`src/rtl/mem_stage_pkg.sv`:
```
// Shared types for the MEM/WB stage: FSM states, default widths and the latched EXE operation.
package mem_stage_pkg;

  localparam int unsigned ArqDefault     = 16;
  localparam int unsigned MemAddrDefault = 13;
  localparam int unsigned RegWDefault    = 4;

  typedef enum logic [1:0] {IDLE, ACCESS, WB} mem_state_t;

  typedef struct packed {
    logic [ArqDefault-1:0]  alu_result;
    logic [ArqDefault-1:0]  store_data;
    logic                   wb_en;
    logic [RegWDefault-1:0] rd;
    logic                   we;
    logic                   mux_mem;
    logic                   is_mem;
  } mem_op_t;

endpackage

```
`src/rtl/mem_req_fsm.sv`:
```
// Memory request/acknowledge master: owns the stage state, the ack wait counter,
// the request strobes, the timeout error pulse and the upstream stall.
module mem_req_fsm
  import mem_stage_pkg::*;
#(
  parameter int unsigned TIMEOUT = 16
) (
  input  logic clk_i,
  input  logic rst_ni,
  input  logic exe_valid_i,
  input  logic new_is_mem_i,
  input  logic op_we_i,
  input  logic op_is_mem_i,
  input  logic mem_ack_i,
  output logic capture_o,
  output logic load_done_o,
  output logic stall_o,
  output logic mem_req_o,
  output logic mem_we_o,
  output logic mem_err_o
);

  localparam int unsigned CntW = (TIMEOUT > 1) ? $clog2(TIMEOUT) : 1;

  mem_state_t      state_q, state_d;
  logic [CntW-1:0] cnt_q, cnt_d;
  logic            err_q, err_d;
  logic            timeout_hit;

  // TIMEOUT == 0 disables the abort entirely.
  assign timeout_hit = (TIMEOUT != 0) && (cnt_q == CntW'(TIMEOUT - 1));

  always_comb begin
    state_d     = state_q;
    cnt_d       = cnt_q;
    err_d       = 1'b0;
    load_done_o = 1'b0;
    capture_o   = exe_valid_i && (state_q != ACCESS);
    unique case (state_q)
      ACCESS: begin
        // An ack on the final count takes priority over the timeout.
        if (mem_ack_i) begin
          state_d     = op_we_i ? IDLE : WB;
          load_done_o = op_is_mem_i & ~op_we_i;
        end else if (timeout_hit) begin
          state_d = IDLE;
          err_d   = 1'b1;
        end else begin
          cnt_d = cnt_q + 1'b1;
        end
      end
      default: begin
        if (capture_o) begin
          state_d = new_is_mem_i ? ACCESS : WB;
          cnt_d   = '0;
        end else begin
          state_d = IDLE;
        end
      end
    endcase
  end

  always_ff @(posedge clk_i or negedge rst_ni) begin
    if (!rst_ni) begin
      state_q <= IDLE;
      cnt_q   <= '0;
      err_q   <= 1'b0;
    end else begin
      state_q <= state_d;
      cnt_q   <= cnt_d;
      err_q   <= err_d;
    end
  end

  // Decoded straight from the state register so reset drops the request at once.
  assign stall_o   = (state_q == ACCESS);
  assign mem_req_o = (state_q == ACCESS);
  assign mem_we_o  = (state_q == ACCESS) & op_we_i;
  assign mem_err_o = err_q;

endmodule

```
`src/rtl/mem_wb_stage.sv`:
```
// MEM/WB pipeline stage: EXE/MEM operation register, data-memory master and
// write-back select returning the register-write pair to ID.
module mem_wb_stage
  import mem_stage_pkg::*;
#(
  parameter int unsigned ARQ              = ArqDefault,
  parameter int unsigned MEMORY_ADDR_SIZE = MemAddrDefault,
  parameter int unsigned REG_W            = RegWDefault,
  parameter int unsigned TIMEOUT          = 16
) (
  input  logic                        clk,
  input  logic                        rst,
  input  logic                        exe_valid,
  input  logic [ARQ-1:0]              alu_result,
  input  logic [ARQ-1:0]              store_data,
  input  logic                        wb_en_in,
  input  logic                        rd_mem_en_in,
  input  logic                        wr_mem_en_in,
  input  logic                        mux_mem_in,
  input  logic [REG_W-1:0]            rd_in,
  output logic                        stall_out,
  output logic                        mem_req,
  output logic                        mem_we,
  output logic [MEMORY_ADDR_SIZE-1:0] mem_addr,
  output logic [ARQ-1:0]              mem_wdata,
  input  logic                        mem_ack,
  input  logic [ARQ-1:0]              mem_rdata,
  output logic                        mem_err,
  output logic [ARQ-1:0]              wb_result_out,
  output logic                        wr_reg_en_out,
  output logic [REG_W-1:0]            wb_rd_out
);

  mem_op_t          new_op, op_q;
  logic             capture, load_done;
  logic [ARQ-1:0]   wb_result_q, wb_result_d;
  logic [REG_W-1:0] wb_rd_q, wb_rd_d;
  logic             wb_en_q, wb_en_d;

  // Load and store both set is treated as a store.
  always_comb begin
    new_op            = '0;
    new_op.alu_result = alu_result;
    new_op.store_data = store_data;
    new_op.wb_en      = wb_en_in;
    new_op.rd         = rd_in;
    new_op.we         = wr_mem_en_in;
    new_op.mux_mem    = mux_mem_in;
    new_op.is_mem     = rd_mem_en_in | wr_mem_en_in;
  end

  always_ff @(posedge clk or negedge rst) begin
    if (!rst) begin
      op_q <= '0;
    end else if (capture) begin
      op_q <= new_op;
    end
  end

  mem_req_fsm #(
    .TIMEOUT (TIMEOUT)
  ) u_mem_req_fsm (
    .clk_i        (clk),
    .rst_ni       (rst),
    .exe_valid_i  (exe_valid),
    .new_is_mem_i (new_op.is_mem),
    .op_we_i      (op_q.we),
    .op_is_mem_i  (op_q.is_mem),
    .mem_ack_i    (mem_ack),
    .capture_o    (capture),
    .load_done_o  (load_done),
    .stall_o      (stall_out),
    .mem_req_o    (mem_req),
    .mem_we_o     (mem_we),
    .mem_err_o    (mem_err)
  );

  // ALU results bypass the memory and write back the cycle after capture.
  always_comb begin
    wb_result_d = wb_result_q;
    wb_rd_d     = wb_rd_q;
    wb_en_d     = 1'b0;
    if (capture && !new_op.is_mem) begin
      wb_en_d     = wb_en_in;
      wb_result_d = alu_result;
      wb_rd_d     = rd_in;
    end else if (load_done) begin
      wb_en_d     = op_q.wb_en;
      wb_result_d = op_q.mux_mem ? mem_rdata : op_q.alu_result;
      wb_rd_d     = op_q.rd;
    end
  end

  always_ff @(posedge clk or negedge rst) begin
    if (!rst) begin
      wb_result_q <= '0;
      wb_rd_q     <= '0;
      wb_en_q     <= 1'b0;
    end else begin
      wb_result_q <= wb_result_d;
      wb_rd_q     <= wb_rd_d;
      wb_en_q     <= wb_en_d;
    end
  end

  assign wb_result_out = wb_result_q;
  assign wb_rd_out     = wb_rd_q;
  assign wr_reg_en_out = wb_en_q;
  assign mem_addr      = op_q.alu_result[MEMORY_ADDR_SIZE-1:0];
  assign mem_wdata     = op_q.store_data;

endmodule

```
`config.mk`:
```
export PLATFORM = sky130hd
export DESIGN_NAME = mem_wb_stage
export DESIGN_NICKNAME = d
export VERILOG_FILES = /design/src/rtl/mem_stage_pkg.sv /design/src/rtl/mem_req_fsm.sv /design/src/rtl/mem_wb_stage.sv
export SDC_FILE = /design/constraint.sdc
export NUM_CORES = 1
export LEC_CHECK = 0
export ABC_AREA = 1
export BUFFER_PORTS_ARGS = -buffer_cell sky130_fd_sc_hd__buf_4
export CAP_MARGIN = 15
export CORE_UTILIZATION = 54
export DETAILED_ROUTE_END_ITERATION = 7
export PLACE_DENSITY = 0.86
export SETUP_SLACK_MARGIN = 0.4
export SYNTH_ARGS = -nofsm -noshare
export SYNTH_HDL_FRONTEND = slang
export SYNTH_SLANG_ARGS = --single-unit
```
`constraint.sdc`:
```
create_clock -name clk -period 2.5 [get_ports clk]
set_clock_uncertainty 0.1 [all_clocks]
set_input_delay 0.375 -clock clk [delete_from_list [all_inputs] [get_ports clk]]
set_output_delay 0.375 -clock clk [all_outputs]
set_load 0.05 [all_outputs]
```
Word-level counts from Yosys, hierarchy flattened

Index checks and enable logic that the tools add are counted.

Div/mod/pow operators: 0
Reductions and logical operators: 6
Eq/ne operators: 6
Muxes and demuxes: 22
$mul: 0
Shift-type cells: 0
Add/subtract/negate cells: 1
Bitwise logic cells: 4
$lt $le $gt $ge: 0

Operators by type and width:

| kind                                                                     | count |
|---|---|
| 16-bit two-way mux                                                       | 3 |
| 4-bit two-way mux                                                        | 6 |
| 2-bit two-way mux                                                        | 6 |
| 1-bit two-way mux                                                        | 7 |
| 4-bit by 1-bit adder with 4-bit output (second input constant)           | 1 |
| 4-bit == test (second input constant)                                    | 1 |
| 2-bit inequality test (second input constant)                            | 2 |
| 2-bit nonzero test                                                       | 2 |
| 3-bit by 1-bit inequality test with 1-bit output (second input constant) | 1 |
| 3-bit AND reduction                                                      | 1 |
| 1-bit bitwise AND                                                        | 2 |
| 2-bit by 1-bit == test with 1-bit output (second input constant)         | 1 |
| 1-bit logical AND                                                        | 2 |
| 2-bit by 1-bit inequality test with 1-bit output (second input constant) | 1 |
| 1-bit zero test                                                          | 1 |
| 1-bit inverter                                                           | 1 |
| 1-bit bitwise OR                                                         | 1 |

Flip-flop bits (word level): 68
Input bits: 60
Memories: 0
Bits in latches: 0
Bits in writable memories: 0
Output and inout bits: 54
Logic and storage cells: 52
Memory bits (read-only): 0

Longest topological paths before layout

Word-level depth: 6
Gate-level depth with buffers: 8
Gate-level depth less buffers: 7

Modules after synthesis

Synthesis repeated with hierarchy kept, for this count alone.

Cell total of the unflattened synthesis: 450
Area, all modules: 3,428.3 um^2

By module, submodules not included:

| module       | cells an instance | times used | area each (um^2) |
|---|---|---|---|
| mem_wb_stage | 398               | 1          | 3,029.2 |
| mem_req_fsm  | 52                | 1          | 399.1 |

Worst setup path before layout

Ideal clock, no wire load.

Path type: reg2out
Start point: register u_mem_req_fsm.state_q[1]
End point: output port mem_we
Path buffers: 1
Arrival time: 1.386 ns
Path slack: 0.639 ns
Required time: 2.025 ns
Stages on the path, launching flop included: 5
Cell sequence: dfrtp_1 inv_2 nand2_4 buf_2 nor2_1

Word-level cells in the longest chain between the ends: 2

Ends and longest elaborated chain:

| element                                  | RTL line           | RTL |
|---|---|---|
| start: declaration                       | mem_req_fsm.sv:25  | `mem_state_t state_q, state_d;` |
| start signal: assignment                 | mem_req_fsm.sv:69  | `state_q <= state_d;` |
| 2-bit by 1-bit == test with 1-bit output | mem_req_fsm.sv:78  | `assign mem_we_o = (state_q == ACCESS) & op_we_i;` |
| 1-bit bitwise AND                        | mem_req_fsm.sv:78  |  |
| end: declaration                         | mem_wb_stage.sv:23 | `output logic mem_we,` |

Every way passes these cells.

Worst setup path after layout

Start point: register u_mem_req_fsm.state_q[1]
End point: register op_q[7] (netlist bit)

Word-level cells in the longest chain between the ends: 2

Ends and longest elaborated chain:

| element                                          | RTL line           | RTL |
|---|---|---|
| 2-bit by 1-bit inequality test with 1-bit output | mem_req_fsm.sv:38  | `capture_o = exe_valid_i && (state_q != ACCESS);` |
| 1-bit logical AND                                | mem_req_fsm.sv:38  |  |
| end signal: assignment                           | mem_wb_stage.sv:56 | `op_q <= new_op;` |
| end: declaration                                 | mem_wb_stage.sv:34 | `mem_op_t new_op, op_q;` |

Every way passes these cells.
A chain may end at the register's enable or synchronous reset.

==> metrics.md <==
| Metric | Value |
|---|---|
| Nets@finish | `about 560` |
| Status | `complete, no violations` |
| Min-delay worst type | `in2async` |
| Syn Area/Cell | `8.06 um^2` |
| Crit-path slowest cell | `inv_2` |
| Die width | `~80 um` |
| Power per cell area | `approximately 1200 nW/um^2` |
| Mapped Area | `approximately 3400 um^2` |
| Final worst setup slack | `around 570 ps` |
| Initial antenna violation count | `0` |
| Reg-to-Reg End | `op_q[7]$_DFFE_PN0N_` |
| Total grt overflow | `0` |
| Core ar. | `roughly 6000 um^2` |
| Req. time, crit path | `about 2600 ps` |
| IO Port Bufs | `113` |
| Clock slew at reported path FFs | `70 ps` |
| Worst path bufs/invs | `2` |
| Final instance area | `approximately 4200 um^2` |
| Multi-input gate area | `approximately 1200 um^2` |
| Yosys cell types | `23` |
| Max incr delay on CP | `between 500 and 600 ps` |
| Leak | `2.30 nW` |
| Avg WL per Cell | `around 13 um` |
| Critical path capture point type | `register` |
| # clock sinks | `between 60 and 70` |
| Hpwl dp | `5480 um` |
| Pin count of the biggest net entering global routing | `a little under 70` |
| Root buffer cell | `clkbuf_8` |
| Critical path class | `reg2reg` |
| Tmin final | `between 1500 and 2000 ps` |
| Fillers | `a little under 500` |
| Starting Density | `56.9%` |
| Register area share after synthesis | `between 40 and 50%` |
| Max_slew headroom | `between 40 and 50%` |
| Iteration-0 DRC count of the detailed router | `between 200 and 250` |
| Die Y | `a little over 80 um` |
| CTS tree | `built` |
| CTS max path bufs | `2` |
| CP Cell Sequence | `inv_2 -> nand2_4 -> nand2_4 -> inv_2 -> o21ai_0` |
| VDD IR max | `roughly 0.00083 V` |
| Area grow syn2layout | `23.6%` |
| Max cap viols | `0` |
| Routability cong. | `0.811` |
| Residual DRC | `0` |
| Register-to-Register Path Depth | `5` |
| Flops & latches, synth | `68` |
| Pre-CTS setup slack | `310 ps` |
| Cell family with most CP delay | `buffers and inverters` |
| Inserted Diodes | `0` |
| Vias in the first global route | `between 2000 and 3000` |
| CTS H-Tree Depth | `3` |
| Hold-fix buffers, CTS | `0` |
| Post-DRT Antenna Nets | `0` |
| RSZ-0062 raised after global routing | `no` |
| Pwr Total | `around 5 mW` |
| DIE AREA | `around 6600 um^2` |
| Final setup TNS | `0 ps` |
| Tcrit/Tclk final | `between 70 and 80%` |
| Final hold vios | `0` |
| Placement row count | `28` |
| Reg-to-reg slack, setup | `roughly 570 ps` |
| Clock Latency Late Sink | `approximately 330 ps` |
| Gr usage total | `25.5%` |
| Synthesized instance count | `423` |
| Layout cells sized above 1 | `between 20% and 30%` |
| Num CTS Buffers | `9` |
| Number of synthesis warnings | `0` |
| Area post-placement | `about 4000 um^2` |
| Post-Syn Nets | `484` |
| Worst path arrival time | `around 2000 ps` |
| Final core occ | `approximately 70%` |
| Io pins | `between 100 and 150` |
| Final setup viols | `0` |
| Initial DRT Pass Iterations | `5` |
| R2r startpoint | `u_mem_req_fsm.state_q[1]$_DFFE_PN0P_` |
| Type of origin of the critical path | `register` |
| Register Area | `~1700 um^2` |
| Via count | `a little under 3000` |
| CP Max Fanout | `48` |
| Worst-Margin Slew | `842 ps` |
| FMAX | `519 MHz` |
| Routed WL | `7780 um` |
| Fin. max-slew vios | `0` |
| First-pass GRT wire length | `12700 um` |
| Via/cell ratio | `5.10` |
| Post-CTS Setup Bufs | `0` |
| # resized after CTS | `0` |
## logic make-up (layout without fill, tap and decap cells)
family / count (synthesis) / after routing / share of synthesized area (%)
AO/OA/AOI/OAI: 40 / 40 / 5.87
adder cells (fa/ha/maj): 1 / 1 / 0.367
AND/OR/NAND/NOR: 228 / 228 / 28.7
flip-flops: 68 / 68 / 49.9
XOR/XNOR: 1 / 1 / 0.257
buffers and inverters: 85 / 166 / 14.9
## final cells by class
class / count / area share [%]
multi-input cells: 270 / 28.5
inverters: 34 / 3.03
clock buffers: 9 / 2.94
clock inverters: 6 / 2.14
repair buffers: 117 / 20.8
well taps: 75 / 2.23
flip-flops and latches: 68 / 40.4
## Yosys cell counts
cell / n / area (um^2)
clkbuf_1: 2 / 7.51
nand2_1: 166 / 623
inv_1: 32 / 120
buf_6: 8 / 90.1
ha_1: 1 / 12.5
dfrtp_1: 68 / 1700
nand3_4: 1 / 17.5
nand3_2: 1 / 10.0
buf_4: 31 / 233
o21ai_0: 27 / 135
nand2_2: 1 / 6.26
nor2_1: 13 / 48.8
nor2_2: 2 / 12.5
xnor2_1: 1 / 8.76
nor2_4: 2 / 22.5
o21ai_1: 12 / 60.1
nand4_1: 12 / 75.1
a21oi_1: 1 / 5.00
nand2_4: 2 / 22.5
inv_2: 2 / 7.51
buf_2: 10 / 50.1
nand3_1: 27 / 135
nor3_1: 1 / 5.00
## sequential cells by signal, indices dropped and copies added (netlist names)
name,count
mem_addr,13
wr_reg_en_out,1
u_mem_req_fsm.mem_err_o,1
mem_wdata,16
wb_result_out,16
wb_rd_out,4
op_q,11
u_mem_req_fsm.state_q,2
u_mem_req_fsm.cnt_q,4
## cell usage in the layout, fill, tap and decap left out, drive strengths merged
master,netlist,final
bufinv,0,2
xnor2,1,1
nor2,17,17
nor3,1,1
clkbuf,2,9
nand4,12,12
nand2,169,169
o21ai,39,39
ha,1,1
nand3,29,29
a21oi,1,1
dfrtp,68,68
inv,34,34
clkinv,0,3
buf,49,117
clkinvlp,0,1
## through the flow
step | std cells | hold slack (ps)
2_1_floorplan | 423 | -20.6
3_3_place_gp | 564 | 362
3_5_place_dp | 564 | 365
4_1_cts | 579 | 74.0
5_1_grt | 579 | 112
6_report | 579 | 46.4
## layer usage
metal  up-vias  share of wire, %  GRT usage, %
met4         0               1.7          10.4
li1       1446                 -             -
met2       133                50          43.3
met5         -                 0             0
met3        12               7.0          3.67
met1      1364                41          32.7
## worst max path at each step
stage	slack [ps]	end	cells after the start	start
final	570	op_q[7]$_DFFE_PN0N_	5	u_mem_req_fsm.state_q[1]$_DFFE_PN0P_
after global routing	400	mem_addr[6]$_DFFE_PN0N_	5	u_mem_req_fsm.state_q[1]$_DFFE_PN0P_
after global placement	420	wb_result_out[15]$_DFFE_PN0P_	6	wr_mem_en_in
after detailed placement	310	wb_result_out[15]$_DFFE_PN0P_	6	wr_mem_en_in
after floorplan	640	mem_we	4	u_mem_req_fsm.state_q[1]$_DFFE_PN0P_
after CTS	540	mem_addr[6]$_DFFE_PN0N_	5	u_mem_req_fsm.state_q[1]$_DFFE_PN0P_
## power breakdown
part | switching [mW] | internal [mW] | leakage, nW
clock network | 0.417 | 0.558 | 0.105
logic | 1.60 | 0.661 | 1.35
registers | 0.236 | 1.44 | 0.847
Note: power is estimated with default switching activity, not from simulation.
